## src/rtl/quad_encoder_counter.sv

```systemverilog
// Rotary encoder front end: pin synchronisers, per-input debounce, x1/x2/x4
// quadrature decode, wrap/saturate up/down counter, hex 7-segment digit and LED.
module quad_encoder_counter #(
   parameter int unsigned WIDTH           = 8,
   parameter int unsigned DEBOUNCE_CYCLES = 1000,
   parameter int unsigned MODE            = 4,
   parameter int unsigned SATURATE        = 0
) (
   input  logic             clk,
   input  logic             rst,
   input  logic             enc_a,
   input  logic             enc_b,
   input  logic             enc_btn,
   input  logic             enc_sw,
   output logic [WIDTH-1:0] count,
   output logic             step_pulse,
   output logic             dir,
   output logic             err_pulse,
   output logic             btn_pulse,
   output logic [6:0]       seg,
   output logic             led
);

   localparam int unsigned NCH   = 4;
   localparam int unsigned CH_A  = 0;
   localparam int unsigned CH_B  = 1;
   localparam int unsigned CH_BT = 2;
   localparam int unsigned CH_SW = 3;
   localparam int unsigned CNT_W = (DEBOUNCE_CYCLES > 1) ? $clog2(DEBOUNCE_CYCLES) : 1;
   localparam logic [WIDTH-1:0] CNT_MAX = '1;

   logic [NCH-1:0] pins;
   logic [NCH-1:0] sync1;
   logic [NCH-1:0] sync2;
   logic [NCH-1:0] filt;

   assign pins = {enc_sw, enc_btn, enc_b, enc_a};

   // Two-flop synchronisers for all asynchronous pins
   always_ff @(posedge clk) begin
      if (rst) begin
         sync1 <= '0;
         sync2 <= '0;
      end else begin
         sync1 <= pins;
         sync2 <= sync1;
      end
   end

   generate
      if (DEBOUNCE_CYCLES == 0) begin : g_bypass
         assign filt = sync2;
      end else begin : g_filter
         for (genvar i = 0; i < NCH; i++) begin : g_ch
            logic [CNT_W-1:0] stable_cnt;
            logic             filt_q;

            // Filtered value follows the synced value only after an unbroken run of mismatches
            always_ff @(posedge clk) begin
               if (rst) begin
                  stable_cnt <= '0;
                  filt_q     <= 1'b0;
               end else if (sync2[i] == filt_q) begin
                  stable_cnt <= '0;
               end else if (stable_cnt == CNT_W'(DEBOUNCE_CYCLES - 1)) begin
                  stable_cnt <= '0;
                  filt_q     <= sync2[i];
               end else begin
                  stable_cnt <= stable_cnt + CNT_W'(1);
               end
            end

            assign filt[i] = filt_q;
         end
      end
   endgenerate

   logic [1:0] cur_ab;
   logic [1:0] prev_ab;
   logic       btn_prev;
   logic       up_edge;
   logic       dn_edge;
   logic       bad_edge;
   logic       gate;
   logic       evt_step;
   logic       evt_up;
   logic       evt_err;
   logic       evt_btn;

   assign cur_ab = {filt[CH_A], filt[CH_B]};

   // Transition classification of {previous AB, current AB}; A leading B is up
   always_comb begin
      up_edge  = 1'b0;
      dn_edge  = 1'b0;
      bad_edge = 1'b0;
      gate     = 1'b1;
      case ({prev_ab, cur_ab})
         4'b0010, 4'b1011, 4'b1101, 4'b0100: up_edge  = 1'b1;
         4'b0001, 4'b0111, 4'b1110, 4'b1000: dn_edge  = 1'b1;
         4'b0011, 4'b1100, 4'b1001, 4'b0110: bad_edge = 1'b1;
         default: ;
      endcase
      if (MODE == 1) begin
         gate = (cur_ab == 2'b11);
      end else if (MODE == 2) begin
         gate = (cur_ab[1] == cur_ab[0]);
      end
   end

   // Event stage: one registered event per filtered transition
   always_ff @(posedge clk) begin
      if (rst) begin
         prev_ab  <= 2'b00;
         btn_prev <= 1'b0;
         evt_step <= 1'b0;
         evt_up   <= 1'b0;
         evt_err  <= 1'b0;
         evt_btn  <= 1'b0;
      end else begin
         prev_ab  <= cur_ab;
         btn_prev <= filt[CH_BT];
         evt_step <= (up_edge | dn_edge) & gate;
         evt_up   <= up_edge;
         evt_err  <= bad_edge;
         evt_btn  <= filt[CH_BT] & ~btn_prev;
      end
   end

   logic [WIDTH-1:0] count_next;

   // Button clear has priority over any step landing in the same cycle
   always_comb begin
      count_next = count;
      if (evt_btn) begin
         count_next = '0;
      end else if (evt_step) begin
         if (evt_up) begin
            if (!((SATURATE != 0) && (count == CNT_MAX))) begin
               count_next = count + WIDTH'(1);
            end
         end else begin
            if (!((SATURATE != 0) && (count == '0))) begin
               count_next = count - WIDTH'(1);
            end
         end
      end
   end

   always_ff @(posedge clk) begin
      if (rst) begin
         count      <= '0;
         step_pulse <= 1'b0;
         dir        <= 1'b0;
         err_pulse  <= 1'b0;
         btn_pulse  <= 1'b0;
      end else begin
         count      <= count_next;
         step_pulse <= evt_step;
         err_pulse  <= evt_err;
         btn_pulse  <= evt_btn;
         if (evt_step) begin
            dir <= evt_up;
         end
      end
   end

   assign led = filt[CH_SW];

   logic [3:0] nib;

   assign nib = 4'(count);

   // Active-low hex glyphs, seg[0]=a .. seg[6]=g
   always_comb begin
      seg = 7'h7F;
      case (nib)
         4'h0: seg = 7'h40;
         4'h1: seg = 7'h79;
         4'h2: seg = 7'h24;
         4'h3: seg = 7'h30;
         4'h4: seg = 7'h19;
         4'h5: seg = 7'h12;
         4'h6: seg = 7'h02;
         4'h7: seg = 7'h78;
         4'h8: seg = 7'h00;
         4'h9: seg = 7'h10;
         4'hA: seg = 7'h08;
         4'hB: seg = 7'h03;
         4'hC: seg = 7'h46;
         4'hD: seg = 7'h21;
         4'hE: seg = 7'h06;
         4'hF: seg = 7'h0E;
         default: seg = 7'h7F;
      endcase
   end

endmodule
```

## config.mk

```make
export PLATFORM = sky130hd
export DESIGN_NAME = quad_encoder_counter
export DESIGN_NICKNAME = d
export VERILOG_FILES = /design/src/rtl/quad_encoder_counter.sv
export SDC_FILE = /design/constraint.sdc
export NUM_CORES = 1
export LEC_CHECK = 0
export CAP_MARGIN = 20
export CORE_AREA = 2 2 110 112
export DETAILED_ROUTE_END_ITERATION = 12
export DIE_AREA = 0 0 112 114
export PLACE_DENSITY = 0.52
export SLEW_MARGIN = 20
export SYNTH_ARGS = -nofsm -noshare
export SYNTH_HDL_FRONTEND = slang
export SYNTH_SLANG_ARGS = --single-unit
export TNS_END_PERCENT = 30
```

## constraint.sdc

```tcl
create_clock -name clk -period 3.3 [get_ports clk]
set_input_delay 0.66 -clock clk [delete_from_list [all_inputs] [get_ports clk]]
set_output_delay 0.66 -clock clk [all_outputs]
set_load 0.01 [all_outputs]
```

==> flow_summary.json <==
{
  "yosysWarningCount": 0,
  "clk_pin_slew_worst_paths_ns": 0.05,
  "hold_viol": 0,
  "clockBufferDepth": 2,
  "critPathMaxStageDelay_ns": 0.65,
  "syn_avg_cell_area_um2": 9.45,
  "drcViolationCount": 0,
  "cts_sinks": 78,
  "worstMarginPinSlew_ns": 0.710,
  "nets": 409,
  "outcome": "complete, no violations",
  "area_delta_synth_final_pct": 20.6,
  "ys_seq_elements": 78,
  "async_flop_share_pct": 0,
  "finalClockSkew_ns": 0.00355,
  "gr-total-overflow": 0,
  "via_count": 2396,
  "syn_area_um2": 3380,
  "grt_pass1_wl_um": 10200,
  "path_buf_inv": 2,
  "drv_cap": 0,
  "synth_cell_types": 47,
  "ys_dominant_reg_cell": "dfxtp_1",
  "cp.required_ns": 3.51,
  "setup-violations-final": 0,
  "die_w_um": 112,
  "path_delay_family": "compound AO/OA/AOI/OAI gates",
  "finalCriticalPeriod_ns": 2.63,
  "grt_pass1_vias": 2278,
  "core_um2": 11700,
  "crit_type": "in -> reg",
  "startpoint_type": "input port",
  "final_cells": 538,
  "synth-edff-count": 0,
  "cp_max_fo": 6,
  "worstPathCellList": "clkdlybuf4s50_1 -> or2_1 -> a211oi_1 -> inv_1 -> ha_1 -> o221a_1",
  "whs_path_depth": 1,
  "r2r_slack_ns": 0.77,
  "clk_latency_ns": 0.33,
  "cts_buffers": 9,
  "cp_slowest_cell": "a211oi_1",
  "htreeDepth": 3,
  "arrival_ns": 2.84,
  "final_area_um2": 4080,
  "placement.io_buffers": 25,
  "wl_per_cell_um": 10.7,
  "drive_above_1_share_pct": 7.42,
  "die_area_um2": 12800,
  "post_cts_buffers": 0,
  "drv_slew": 0,
  "num_io_pins": 26,
  "rsz0062_at_grt": "no",
  "syn_nets": 381,
  "power_density_nw_per_um2": 491,
  "finalSetupTns_ns": 0,
  "ir_drop_mv": 0.250,
  "timing.final.crit_share_pct": 79.6,
  "dp.cells": 522,
  "grt_max_degree": 28,
  "root_buffer": "clkbuf_16",
  "dpl_cell_area_um2": 3760,
  "drtIter0Drc": 110,
  "place_congestion": 0.760,
  "place_hpwl_um": 4100,
  "start_util_pct": 28.9,
  "cts-resized-gates": 0,
  "drt-pass1-iter-count": 4,
  "grt_antenna_before_repair": 0,
  "grt_util_all_layers_pct": 9.71,
  "routed_wl_um": 5760,
  "num_antenna_cells": 0,
  "worstHoldPathType": "reg -> reg",
  "row_count": 40,
  "fp.dieH_um": 114,
  "ctsHoldBuffers": 0,
  "p_total_mw": 2.00,
  "worst-path-stages": 6,
  "viasPerCell": 4.45,
  "final_core_util_pct": 34.8,
  "reg2reg_depth": 7,
  "slew-limit-headroom_pct": 52.4,
  "fmax_mhz": 381,
  "yosysSeqAreaShare_pct": 46.2,
  "synthCells": 358,
  "ant_nets": 0,
  "cts_tree": "yes",
  "p_leak_nw": 1.49,
  "worst_setup_path_end_kind": "flop"
}
power by group:
| group | switching (mW) | internal [mW] |
|---|---|---|
| Sequential | 0.00276 | 0.948 |
| Clock | 0.359 | 0.665 |
| Combinational | 0.0152 | 0.0118 |
kinds of logic after synthesis:
group / Yosys count / synth area share (%)
AND/OR/NAND/NOR: 152 / 22.3
flip-flops: 78 / 46.2
XOR/XNOR: 41 / 10.6
AO/OA/AOI/OAI: 38 / 8.14
buffers and inverters: 23 / 3.55
adder cells (fa/ha/maj): 17 / 6.51
multiplexers: 9 / 2.74
path summary, 6_finish.rpt:
kind	start	end
min	btn_prev	evt_btn
max reg2reg	evt_up	seg[0]
max	rst	seg[0]
min reg2reg	btn_prev	evt_btn
cells in the mapped netlist (2+ instances only):
cell      count  share of area, %
and3_1        9               1.7
a21oi_1      10               1.5
nor2_1       50               5.5
inv_1        11               1.2
mux2_2        2              0.67
xnor2_1      27               7.0
dfxtp_1      78                46
nor3_1        8               1.2
buf_6         4               1.3
a211oi_1      3              0.67
or3_1         8               1.5
inv_2         2              0.22
mux2i_1       7               2.1
nor3b_1       2              0.44
nand2_1      26               2.9
and3_4        2              0.67
o21ai_0       8               1.2
nand2b_1      2              0.37
ha_1         16               5.9
nand3_1      13               1.9
and2_1        3              0.55
clkbuf_1      4              0.44
nand4_1       7               1.3
nor2_2        2              0.37
nor2b_1      15               2.8
o31ai_1       2              0.44
a22o_1        2              0.52
xor2_1       14               3.6
nand4b_1      2              0.52
o21ai_1       2              0.30
stage by stage:
| step | hold WS, ns | setup slack, ns |
|---|---|---|
| final | 0.381 | 0.673 |
| after global routing | 0.407 | 0.536 |
| after CTS | 0.383 | 0.682 |
| after detailed placement | 0.374 | 0.315 |
| after global placement | 0.373 | 0.396 |
| after floorplan | 0.367 | 1.06 |
layout by cell type (no fill, tap or decap), types with 3 or more instances in the layout:
master / n
dfxtp_1: 78
nor2_1: 50
xnor2_1: 27
nand2_1: 26
clkdlybuf4s50_1: 25
ha_1: 16
nor2b_1: 15
xor2_1: 14
nand3_1: 13
inv_1: 11
a21oi_1: 10
and3_1: 9
clkbuf_16: 9
o21ai_0: 8
or3_1: 8
nor3_1: 8
mux2i_1: 7
nand4_1: 7
clkbuf_8: 4
a211oi_1: 3
and2_1: 3
layout make-up:
| cell class | count | area (um2) |
|---|---|---|
| fillers | 1225 | 7630 |
| multi-input cells | 257 | 1700 |
| flip-flops and latches | 78 | 1560 |
| clock buffers | 13 | 280 |
| repair buffers | 26 | 258 |
| well taps | 147 | 184 |
| inverters | 14 | 55.1 |
| clock inverters | 3 | 40.0 |
sequential cells by signal, indices dropped and copies added (netlist names), 2 cells and up:
register	count
seg	7
sync2	4
g_filter.g_ch.filt_q	3
g_filter.g_ch.stable_cnt	40
prev_ab	2
sync1	4
count	8
worst reg2reg max path, cell delays in order, from the launching register on:
cell and delay [ns]:
dfxtp_1 0.42, inv_1 0.17, ha_1 0.37, nand3_1 0.18
and2_1 0.23, a211oi_4 0.57, nand2_1 0.18, o221a_1 0.29
metal layers:
metal  part of all wire [%]  GRT usage [%]  up-vias
li1                       -              -     1268
met1                     50           12.7     1080
met2                     44           15.4       35
met3                    3.3           2.34       13
met4                    2.2           4.39        0
met5                      0              0        -
No activity file was read; power rests on OpenSTA's default activity.
